==> config.mk <==
export PLATFORM = sky130hd
export DESIGN_NAME = seg7_scan_ctrl
export DESIGN_NICKNAME = d
export VERILOG_FILES = /design/src/rtl/seg7_pkg.sv /design/src/rtl/seg7_scan_ctrl_hex_to_seg7.sv /design/src/rtl/seg7_scan_ctrl.sv
export SDC_FILE = /design/constraint.sdc
export NUM_CORES = 1
export LEC_CHECK = 0
export ABC_AREA = 1
export CORE_MARGIN = 8
export CORE_UTILIZATION = 30
export DETAILED_ROUTE_END_ITERATION = 8
export SYNTH_ARGS = -nofsm -noshare
export SYNTH_HDL_FRONTEND = slang
export SYNTH_SLANG_ARGS = --single-unit
==> constraint.sdc <==
create_clock -name clk -period 3.8 [get_ports clk]
set_clock_uncertainty 0.15 [all_clocks]
set_input_delay 0.57 -clock clk [delete_from_list [all_inputs] [get_ports clk]]
set_output_delay 0.57 -clock clk [all_outputs]
set_load 0.01 [all_outputs]
==> src/rtl/seg7_pkg.sv <==
// Shared definitions for the seven-segment scan controller:
// scan state encoding, the active-low hex segment table and the all-off pattern.
package seg7_pkg;

    typedef enum logic {
        BLANK = 1'b0,
        SCAN  = 1'b1
    } state_t;

    // Active-low segment patterns for hex 0..F, bit order g..a.
    localparam logic [6:0] SEG_TABLE [16] = '{
        7'h40, 7'h79, 7'h24, 7'h30, 7'h19, 7'h12, 7'h02, 7'h78,
        7'h00, 7'h18, 7'h08, 7'h03, 7'h46, 7'h21, 7'h06, 7'h0E
    };

    // dp plus all seven segments dark.
    localparam logic [7:0] SEG_OFF = 8'hFF;

endpackage

==> src/rtl/seg7_scan_ctrl_hex_to_seg7.sv <==
// hex_to_seg7: combinational hex nibble to active-low g..a segment lookup.
module hex_to_seg7
    import seg7_pkg::*;
(
    input  logic [3:0] nibble,
    output logic [6:0] seg_n
);

    // Plain table lookup; one instance serves every digit through the scan mux.
    assign seg_n = SEG_TABLE[nibble];

endmodule

==> src/rtl/seg7_scan_ctrl.sv <==
// seg7_scan_ctrl: time-multiplexed scan controller for a common-anode
// seven-segment display. Each digit slot is BLANK_CYCLES of all-off followed
// by SCAN_CYCLES lit; displayed data is double-buffered and only changes at
// frame boundaries (entry into BLANK for digit 0).
//
// Optional feature macro: SEG7_LEADING_ZERO_BLANK_EN
//   When defined, leading zero digits (all higher nibbles also zero) are shown
//   dark; digit 0 is always shown.
//
// load handshake: load is a one-cycle strobe with no back-pressure; every
// cycle it is high is accepted, and the last load before a boundary wins.
module seg7_scan_ctrl #(
    parameter int NUM_DIGITS   = 8,
    parameter int SCAN_CYCLES  = 100000,
    parameter int BLANK_CYCLES = 1000
) (
    input  logic                    clk,
    input  logic                    rst_n,
    input  logic [4*NUM_DIGITS-1:0] data_in,
    input  logic [NUM_DIGITS-1:0]   dp_n_in,
    input  logic [NUM_DIGITS-1:0]   digit_en,
    input  logic                    load,
    output logic                    load_pending,
    output logic [NUM_DIGITS-1:0]   an_n,
    output logic [7:0]              seg_n,
    output logic                    frame_tick
);
    import seg7_pkg::*;

    localparam int DW   = 4 * NUM_DIGITS;
    localparam int CMAX = (SCAN_CYCLES > BLANK_CYCLES) ? SCAN_CYCLES : BLANK_CYCLES;
    localparam int CW   = ($clog2(CMAX) > 0) ? $clog2(CMAX) : 1;
    localparam int IW   = (NUM_DIGITS > 1) ? $clog2(NUM_DIGITS) : 1;

    // FSM and counters
    state_t          state, state_n;
    logic [IW-1:0]   idx, idx_n;
    logic [CW-1:0]   cnt, cnt_n;
    logic            started;
    logic            boundary;

    // Buffers
    logic [DW-1:0]         shadow_data, shadow_data_n;
    logic [NUM_DIGITS-1:0] shadow_dp, shadow_dp_n;
    logic [DW-1:0]         pend_data, pend_data_n;
    logic [NUM_DIGITS-1:0] pend_dp, pend_dp_n;
    logic                  load_pending_n;
    logic                  bypass;

    // Output next values
    logic [NUM_DIGITS-1:0] an_n_n;
    logic [7:0]            seg_n_n;
    logic [3:0]            cur_nibble;
    logic [6:0]            dec_seg;

`ifdef SEG7_LEADING_ZERO_BLANK_EN
    logic [NUM_DIGITS-1:0] blank_mask, blank_mask_n;
    logic                  commit;

    // Digit i is dark when it and every higher nibble are zero; digit 0 never is.
    function automatic logic [NUM_DIGITS-1:0] lz_mask(input logic [DW-1:0] d);
        logic [NUM_DIGITS-1:0] m;
        logic                  zero_above;
        zero_above = 1'b1;
        m = '0;
        for (int i = NUM_DIGITS - 1; i >= 0; i--) begin
            zero_above = zero_above & (d[4*i +: 4] == 4'h0);
            m[i] = zero_above;
        end
        m[0] = 1'b0;
        return m;
    endfunction
`endif

    // Single decoder on the nibble of the digit about to be shown.
    assign cur_nibble = shadow_data_n[{idx_n, 2'b00} +: 4];

    hex_to_seg7 u_dec (
        .nibble (cur_nibble),
        .seg_n  (dec_seg)
    );

    // Scan sequencing: BLANK then SCAN per digit; the very first clock after
    // reset counts as a frame boundary without advancing the counter.
    always_comb begin
        state_n  = state;
        idx_n    = idx;
        cnt_n    = cnt;
        boundary = 1'b0;
        if (!started) begin
            boundary = 1'b1;
        end else begin
            case (state)
                BLANK: begin
                    if (cnt == CW'(BLANK_CYCLES - 1)) begin
                        state_n = SCAN;
                        cnt_n   = '0;
                    end else begin
                        cnt_n = cnt + CW'(1);
                    end
                end
                SCAN: begin
                    if (cnt == CW'(SCAN_CYCLES - 1)) begin
                        state_n = BLANK;
                        cnt_n   = '0;
                        if (idx == IW'(NUM_DIGITS - 1)) begin
                            idx_n    = '0;
                            boundary = 1'b1;
                        end else begin
                            idx_n = idx + IW'(1);
                        end
                    end else begin
                        cnt_n = cnt + CW'(1);
                    end
                end
                default: begin
                    state_n = BLANK;
                    idx_n   = '0;
                    cnt_n   = '0;
                end
            endcase
        end
    end

    // Buffering: pending commits at the boundary; a load landing on the
    // boundary edge or during the frame_tick cycle goes straight to shadow.
    always_comb begin
        shadow_data_n  = shadow_data;
        shadow_dp_n    = shadow_dp;
        pend_data_n    = pend_data;
        pend_dp_n      = pend_dp;
        load_pending_n = load_pending;
        bypass         = boundary || frame_tick;
        if (boundary && load_pending) begin
            shadow_data_n  = pend_data;
            shadow_dp_n    = pend_dp;
            load_pending_n = 1'b0;
        end
        if (load) begin
            if (bypass) begin
                shadow_data_n  = data_in;
                shadow_dp_n    = dp_n_in;
                load_pending_n = 1'b0;
            end else begin
                pend_data_n    = data_in;
                pend_dp_n      = dp_n_in;
                load_pending_n = 1'b1;
            end
        end
    end

`ifdef SEG7_LEADING_ZERO_BLANK_EN
    assign commit       = (boundary && load_pending) || (load && bypass);
    assign blank_mask_n = commit ? lz_mask(shadow_data_n) : blank_mask;
`endif

    // Output values for the state being entered, so outputs track the FSM edge.
    always_comb begin
        an_n_n  = '1;
        seg_n_n = SEG_OFF;
        if (state_n == SCAN) begin
            an_n_n[idx_n] = ~digit_en[idx_n];
            seg_n_n       = {shadow_dp_n[idx_n], dec_seg};
`ifdef SEG7_LEADING_ZERO_BLANK_EN
            if (blank_mask_n[idx_n]) begin
                seg_n_n = SEG_OFF;
            end
`endif
        end
    end

    // State, buffers and registered outputs.
    always_ff @(posedge clk or negedge rst_n) begin
        if (!rst_n) begin
            state        <= BLANK;
            idx          <= '0;
            cnt          <= '0;
            started      <= 1'b0;
            shadow_data  <= '0;
            shadow_dp    <= '1;
            pend_data    <= '0;
            pend_dp      <= '1;
            load_pending <= 1'b0;
            frame_tick   <= 1'b0;
            an_n         <= '1;
            seg_n        <= SEG_OFF;
        end else begin
            state        <= state_n;
            idx          <= idx_n;
            cnt          <= cnt_n;
            started      <= 1'b1;
            shadow_data  <= shadow_data_n;
            shadow_dp    <= shadow_dp_n;
            pend_data    <= pend_data_n;
            pend_dp      <= pend_dp_n;
            load_pending <= load_pending_n;
            frame_tick   <= boundary;
            an_n         <= an_n_n;
            seg_n        <= seg_n_n;
        end
    end

`ifdef SEG7_LEADING_ZERO_BLANK_EN
    // Blank mask follows the shadow word; it only moves on a commit.
    always_ff @(posedge clk or negedge rst_n) begin
        if (!rst_n) begin
            blank_mask <= ~NUM_DIGITS'(1);
        end else begin
            blank_mask <= blank_mask_n;
        end
    end
`endif

endmodule

Word level (Yosys, flattened, before mapping). Memories as Yosys holds them, arrays and structs flattened. Index checks and enable logic that the tools add are counted.

Memories kept: 1. Logic and storage cells: 67. Memory bits (read-only): 112. Register bits after elaboration: 120.

Muxes and demuxes: 34. $lt $le $gt $ge: 3. Bitwise operators: 6. $add $sub $neg: 2. Equal/unequal tests: 3. Shift operators: 1. Reduce and logical (&&, ||, !) cells: 5.

Memory list: (name not given) (depth 16, bits a word 7, rd ports 1, clocked after Yosys merged registers in 0, wr ports 0, RTL line seg7_scan_ctrl_hex_to_seg7.sv:10) `assign seg_n = SEG_TABLE[nibble];`.

Operator list (number): 2-to-1 mux 32 bit (3); 2-to-1 mux 8 bit (5); 2-to-1 mux 17 bit (2); one-hot mux 17 bit (2 select lines) (1); variable part select 32 x 6 -> 4 bit (1); adder 17 x 1 -> 17 bit, second input constant (1); == test 17 x 10 -> 1 bit, second input constant (1); == test 17 bit, second input constant (1); 2-to-1 mux 7 bit (2); 2-to-1 mux 1 bit (13); 2-to-1 mux 3 bit (4); NOT 8 bit (1); OR 8 bit (1); binary-select mux 1 bit (select 3 bit) (2); greater-or-equal comparator 5 bit, second input constant (1); NOT 4 -> 5 bit (1); < comparator 3 x 4 -> 1 bit, second input constant (1); adder 3 x 1 -> 3 bit, second input constant (1); demux 1 bit (select 3 bit) (1); == test 3 bit, second input constant (1); greater-or-equal comparator 3 x 1 -> 1 bit, second input constant (1); NOT 1 bit (3); logical AND 1 bit (2); one-hot mux 1 bit (2 select lines) (1); other kinds (3) (3).

Depth between registers and ports, before layout.
Depth after elaboration: 15. Depth in mapped cells: 21. Mapped depth without buffers: 20.

Hierarchy. From an unflattened synthesis, not the netlist that was laid out.

Cells, all modules: 806. Area total of the unflattened synthesis: 6354.8 sq um.

By module, submodules not included: seg7_scan_ctrl (cells each 756, instances 1, sequential area each 3042.9 sq um, area each 6090.8 sq um); hex_to_seg7 (cells each 50, instances 1, sequential area each 0.0 sq um, area each 264.0 sq um).

Worst setup path before layout. No wires, ideal clock.

Path type: reg-to-reg. From: reg idx[0]. To: reg seg_n[5]. Arrival time: 2593 ps. Stages on the path, launching flop included: 21. Period minus slack after synthesis: 2828 ps. Slack: 972 ps. Path buffers: 1. Required time: 3565 ps. Cell sequence: dfrtp_1 -> ha_1 -> ha_1 -> nand2_1 -> inv_1 -> nand4_1 -> nand2_1 -> nand2_2 -> clkbuf_1 -> nand2_1 -> nand3_1 -> nand3_1 -> nand3_1 -> nand2_1 -> nor2_1 -> inv_1 -> ha_1 -> o21ai_1 -> nand2_1 -> nand2_1 -> nand3_1.

Cells in the longest elaborated chain, start to end: 15. Elaborated cells between the ends (all ways): 21. Classes of those cells: 1 x add/sub; 1 x eq/ne; 1 x shift; 14 x mux; 1 x bitwise; 2 x reduce/logical; 1 x memory.

RTL lines: from (decl) (RTL line seg7_scan_ctrl.sv:37) `logic [IW-1:0] idx, idx_n;`; from (signal assigned) (RTL line seg7_scan_ctrl.sv:189) `idx <= idx_n;`; == test 3 bit (RTL line seg7_scan_ctrl.sv:106) `if (idx == IW'(NUM_DIGITS - 1)) begin`; 2-to-1 mux 1 bit (RTL line seg7_scan_ctrl.sv:106); 2-to-1 mux 1 bit (RTL line seg7_scan_ctrl.sv:103) `if (cnt == CW'(SCAN_CYCLES - 1)) begin`; 2-to-1 mux 1 bit (RTL line seg7_scan_ctrl.sv:93) `case (state)`; 2-to-1 mux 1 bit (RTL line seg7_scan_ctrl.sv:90) `if (!started) begin`; logical AND 1 bit (RTL line seg7_scan_ctrl.sv:134) `if (boundary && load_pending) begin`; 2-to-1 mux 32 bit (RTL line seg7_scan_ctrl.sv:134); 2-to-1 mux 32 bit (RTL line seg7_scan_ctrl.sv:140) `if (bypass) begin`; 2-to-1 mux 32 bit (RTL line seg7_scan_ctrl.sv:139) `if (load) begin`; variable part select 32 x 6 -> 4 bit * (RTL line seg7_scan_ctrl.sv:76) `assign cur_nibble = shadow_data_n[{idx_n, 2'b00} +: 4];`; NOT 4 -> 5 bit (implied by the code) * (RTL line seg7_scan_ctrl_hex_to_seg7.sv:10); memory (16 x 7 bit) *; 2-to-1 mux 7 bit (implied by the code) * (2 in series) (RTL line seg7_scan_ctrl_hex_to_seg7.sv:10); 2-to-1 mux 8 bit * (RTL line seg7_scan_ctrl.sv:161) `if (state_n == SCAN) begin`; named net seg_n_n[5] (RTL line seg7_scan_ctrl.sv:52) `logic [7:0] seg_n_n;`; to (signal assigned) (RTL line seg7_scan_ctrl.sv:199) `seg_n <= seg_n_n;`; to (decl) (RTL line seg7_scan_ctrl.sv:25) `output logic [7:0] seg_n,`.

Mark *: on every way through the listed nets, which the timed path passes. The rest lies on a longest branch. The select of a mux whose other input is x is not followed. A chain may end at the register's enable or synchronous reset.

Final worst setup path.
From: reg idx[0]. To: reg seg_n[6].

Same word-level chain as after synthesis.

==> metrics.yaml <==
route:
  detailedRoute.firstPassIterationCount: 5
  via_count: 5304
  dr_vias_cell: 4.64
  post_route_drc: 0
  drtIter0Drc: 327
  antenna_left: 0
  routed_wirelength_mm: 16.3
  wire_per_inst_um: 14.2
synthesis:
  synthDistinctLibCells: 44
  yosys_register_bits: 120
  ys_top_cells_by_area: "sky130_fd_sc_hd__dfrtp_1 (35%), sky130_fd_sc_hd__dfstp_2 (13%), sky130_fd_sc_hd__nand2_1 (13%)"
  yosysWarningCount: 0
  synth_top_cell_area_share_pct: 35.3
  postSynthCellCount: 793
  synthesized_area_per_cell_um2: 7.86
  synth_seq_area_share_pct: 48.8
  synthesis.nets: 852
  synth.largest_area_cell: "sky130_fd_sc_hd__dfrtp_1"
  synth_cell_area_um2: 6230
sta:
  fin_setup_tns_ns: 0
  worstMarginPinSlew_ns: 0.693
  fin_ws_ns: 0.543
  max_clock_freq_ghz: 0.307
  rsz0062_at_grt: "false"
  min_period_ns: 3.26
  setup-violations-final: 0
  timing.final.hold_violations: 0
  min_period_over_period_pct: 85.7
  max-slew-margin-rel_pct: 53.8
  timing.final.max_slew_violations: 0
grt:
  global_route.overflow_total: 0
  via_count_of_the_first_global_routing_pass: 5252
  antenna_found_initial: 0
  global_route_wire_length_before_repair_mm: 27.4
  global_route.usage.total_pct: 13.3
  maximum_number_of_pins_on_one_net_before_global_route_repair: 67
floorplanning:
  die_area_um2: 25600
  num_io_pins: 69
  die_width_um: 160
  floorplan.die.height_um: 160
  rows: 52
  design.core.area_um2: 20300
  initial_utilization_pct: 30.7
worst_hold_path:
  timing.hold.worst.class: "in2async"
critical_path:
  critical_path_required_ns: 3.98
  regToRegEndpoint: "seg_n[6]$_DFF_PN1_"
  worstRegToRegCells: 19
  startpoint_type: "flip-flop"
  worstPathMaxFanout: 27
  worst_r2r_startpoint: "idx[0]$_DFF_PN0_"
  timing_worst_setup_path_type: "reg2reg"
  cp_data_arrival_time_ns: 3.44
  endpoint_kind: "flip-flop"
  r2r_slack_ns: 0.54
pwr:
  power.total_uw: 3740
  power.density_cell_area_nw_per_um2: 478
  p_leak_uw: 0.00369
  irDropWorstVdd_v: 0.000256
place:
  placement.cell_area_um2: 7200
  number_of_port_buffers: 68
  gp_congestion: 0.824
  final_hpwl_from_detailed_placement_mm: 11.5
  dp_worst_setup_slack_ns: 0.417
layout:
  syn2layout_area_growth_pct: 25.5
  final_area_um2: 7820
  antenna_cells: 0
  final_nets: 920
  layout-drive-gt1-share_pct: 12.9
clock_network:
  cts.sinks: 120
  holdBufCountCts: 0
  cts_buffers: 17
  clk_pin_slew_ns: 0.06
  cts-root-to-sink-buffers: 2
  clock_insertion_delay_worst_skew_ns: 0.42
  h-tree-depth: 4
  tritoncts: "done"
  cts_root_buf: "sky130_fd_sc_hd__clkbuf_16"
outcome:
  status: "finished, final reports clean"
flow_run:
  cap_viol_max_count: 0
-- timing repair --
item	4_1_cts	5_1_grt
resized for setup	0	1
setup endpoints to repair	0	1
buffers inserted	0	0
-- cells in the final DEF, fill, tap and decap left out, drive strengths merged, types with 2 or more instances in the layout --
cell,n
bufinv,3
nor3,9
a21oi,3
clkinv,5
o211ai,2
clkbuf,22
nand2,228
nor4,2
clkdlybuf4s50,67
or2,5
ha,8
nor2,44
nand3,143
clkinvlp,3
dfrtp,88
dfstp,32
inv,104
xor2,6
o21ai,62
and2,7
nand4,10
buf,13
-- Yosys cell counts (all sizes together) --
library cell  count
nand3           143
nor4              2
nand4            10
conb              1
dfstp            32
a31oi             1
xor2              6
clkbuf           15
or2               5
dfrtp            88
nand2           228
a211oi            1
buf              16
o211ai            2
a21boi            1
nor2             44
nor3b             1
o21ai            62
ha                8
xnor2             1
o21bai            1
nor3              9
and2              7
inv             103
clkinv            2
a21oi             3
o21a              1
-- sequential cells by signal, summed over array words and instances (netlist names) --
register and count:
shadow_data 32, load_pending 1, state 1, pend_dp 8
shadow_dp 8, started 1, frame_tick 1, idx 3
an_n 8, cnt 17, seg_n 8, pend_data 32
-- worst max path at each step --
stage | cells past startpoint | slack, ns | start | endpoint
6_report | 19 | 0.54 | idx[0]$_DFF_PN0_ | seg_n[6]$_DFF_PN1_
5_1_grt | 19 | 0.14 | idx[0]$_DFF_PN0_ | seg_n[5]$_DFF_PN1_
4_1_cts | 19 | 0.38 | idx[0]$_DFF_PN0_ | seg_n[6]$_DFF_PN1_
3_5_place_dp | 19 | 0.42 | idx[0]$_DFF_PN0_ | seg_n[6]$_DFF_PN1_
3_3_place_gp | 19 | 0.50 | idx[0]$_DFF_PN0_ | seg_n[5]$_DFF_PN1_
2_1_floorplan | 20 | 0.97 | idx[0]$_DFF_PN0_ | seg_n[5]$_DFF_PN1_
-- cells by family (layout without fill, tap and decap cells) --
logic type | after synthesis | after routing | share of synthesized area (%)
compound gates | 72 | 72 | 6.40
xor+xnor | 7 | 7 | 0.984
fa+ha+maj | 8 | 8 | 1.61
buf+inv | 136 | 217 | 8.99
flops | 120 | 120 | 48.8
other cells | 1 | 1 | 0.0602
simple gates | 449 | 449 | 33.1
-- routing by layer --
layer | track usage, % | share of wire (%) | vias up
met5 | 0 | 0 | -
li1 | - | - | 2679
met4 | 5.35 | 1.4 | 0
met2 | 20.4 | 47 | 111
met1 | 17.7 | 48 | 2494
met3 | 3.29 | 3.7 | 20
-- power breakdown --
part	leakage [uW]	internal, uW	total, uW	switching, uW
Combinational	0.00196	209	535	325
Clock	0.000299	1100	1680	584
Sequential	0.00143	1460	1520	64.9
Total	0.00369	2770	3740	974
-- final cells by class --
| class | count | area [um^2] |
|---|---|---|
| Fill cell | 2131 | 12500 |
| Sequential cell | 120 | 3040 |
| Multi-Input combinational cell | 537 | 2630 |
| Timing Repair Buffer | 80 | 781 |
| Clock buffer | 22 | 484 |
| Inverter | 105 | 404 |
| Tap cell | 270 | 338 |
| Clock inverter | 10 | 140 |
-- critical path, stage by stage, from the launching register on --
cell and delay [ns]:
sky130_fd_sc_hd__dfrtp_1 0.39, sky130_fd_sc_hd__ha_1 0.20, sky130_fd_sc_hd__ha_1 0.18, sky130_fd_sc_hd__nand2_1 0.06
sky130_fd_sc_hd__inv_1 0.04, sky130_fd_sc_hd__nand4_1 0.17, sky130_fd_sc_hd__nand2_1 0.14, sky130_fd_sc_hd__nand2_2 0.45
sky130_fd_sc_hd__nand2_1 0.10, sky130_fd_sc_hd__nand3_1 0.11, sky130_fd_sc_hd__nand3_1 0.08, sky130_fd_sc_hd__nand3_1 0.10
sky130_fd_sc_hd__nand2_1 0.06, sky130_fd_sc_hd__nor2_2 0.26, sky130_fd_sc_hd__inv_1 0.11, sky130_fd_sc_hd__ha_1 0.22
sky130_fd_sc_hd__o21ai_1 0.13, sky130_fd_sc_hd__nand2_1 0.07, sky130_fd_sc_hd__nand2_1 0.06, sky130_fd_sc_hd__nand3_1 0.08
-- metrics by stage --
stage / hold slack [ns] / cells / util [%]
2_1_floorplan: 0.124 / 793 / -
3_3_place_gp: 0.308 / 1112 / 35.4
3_5_place_dp: 0.311 / 1112 / 35.4
4_1_cts: 0.0539 / 1144 / 38.5
5_1_grt: 0.0992 / 1144 / 38.5
6_report: 0.0420 / 1144 / 38.5
No activity file was read; power rests on OpenSTA's default activity.
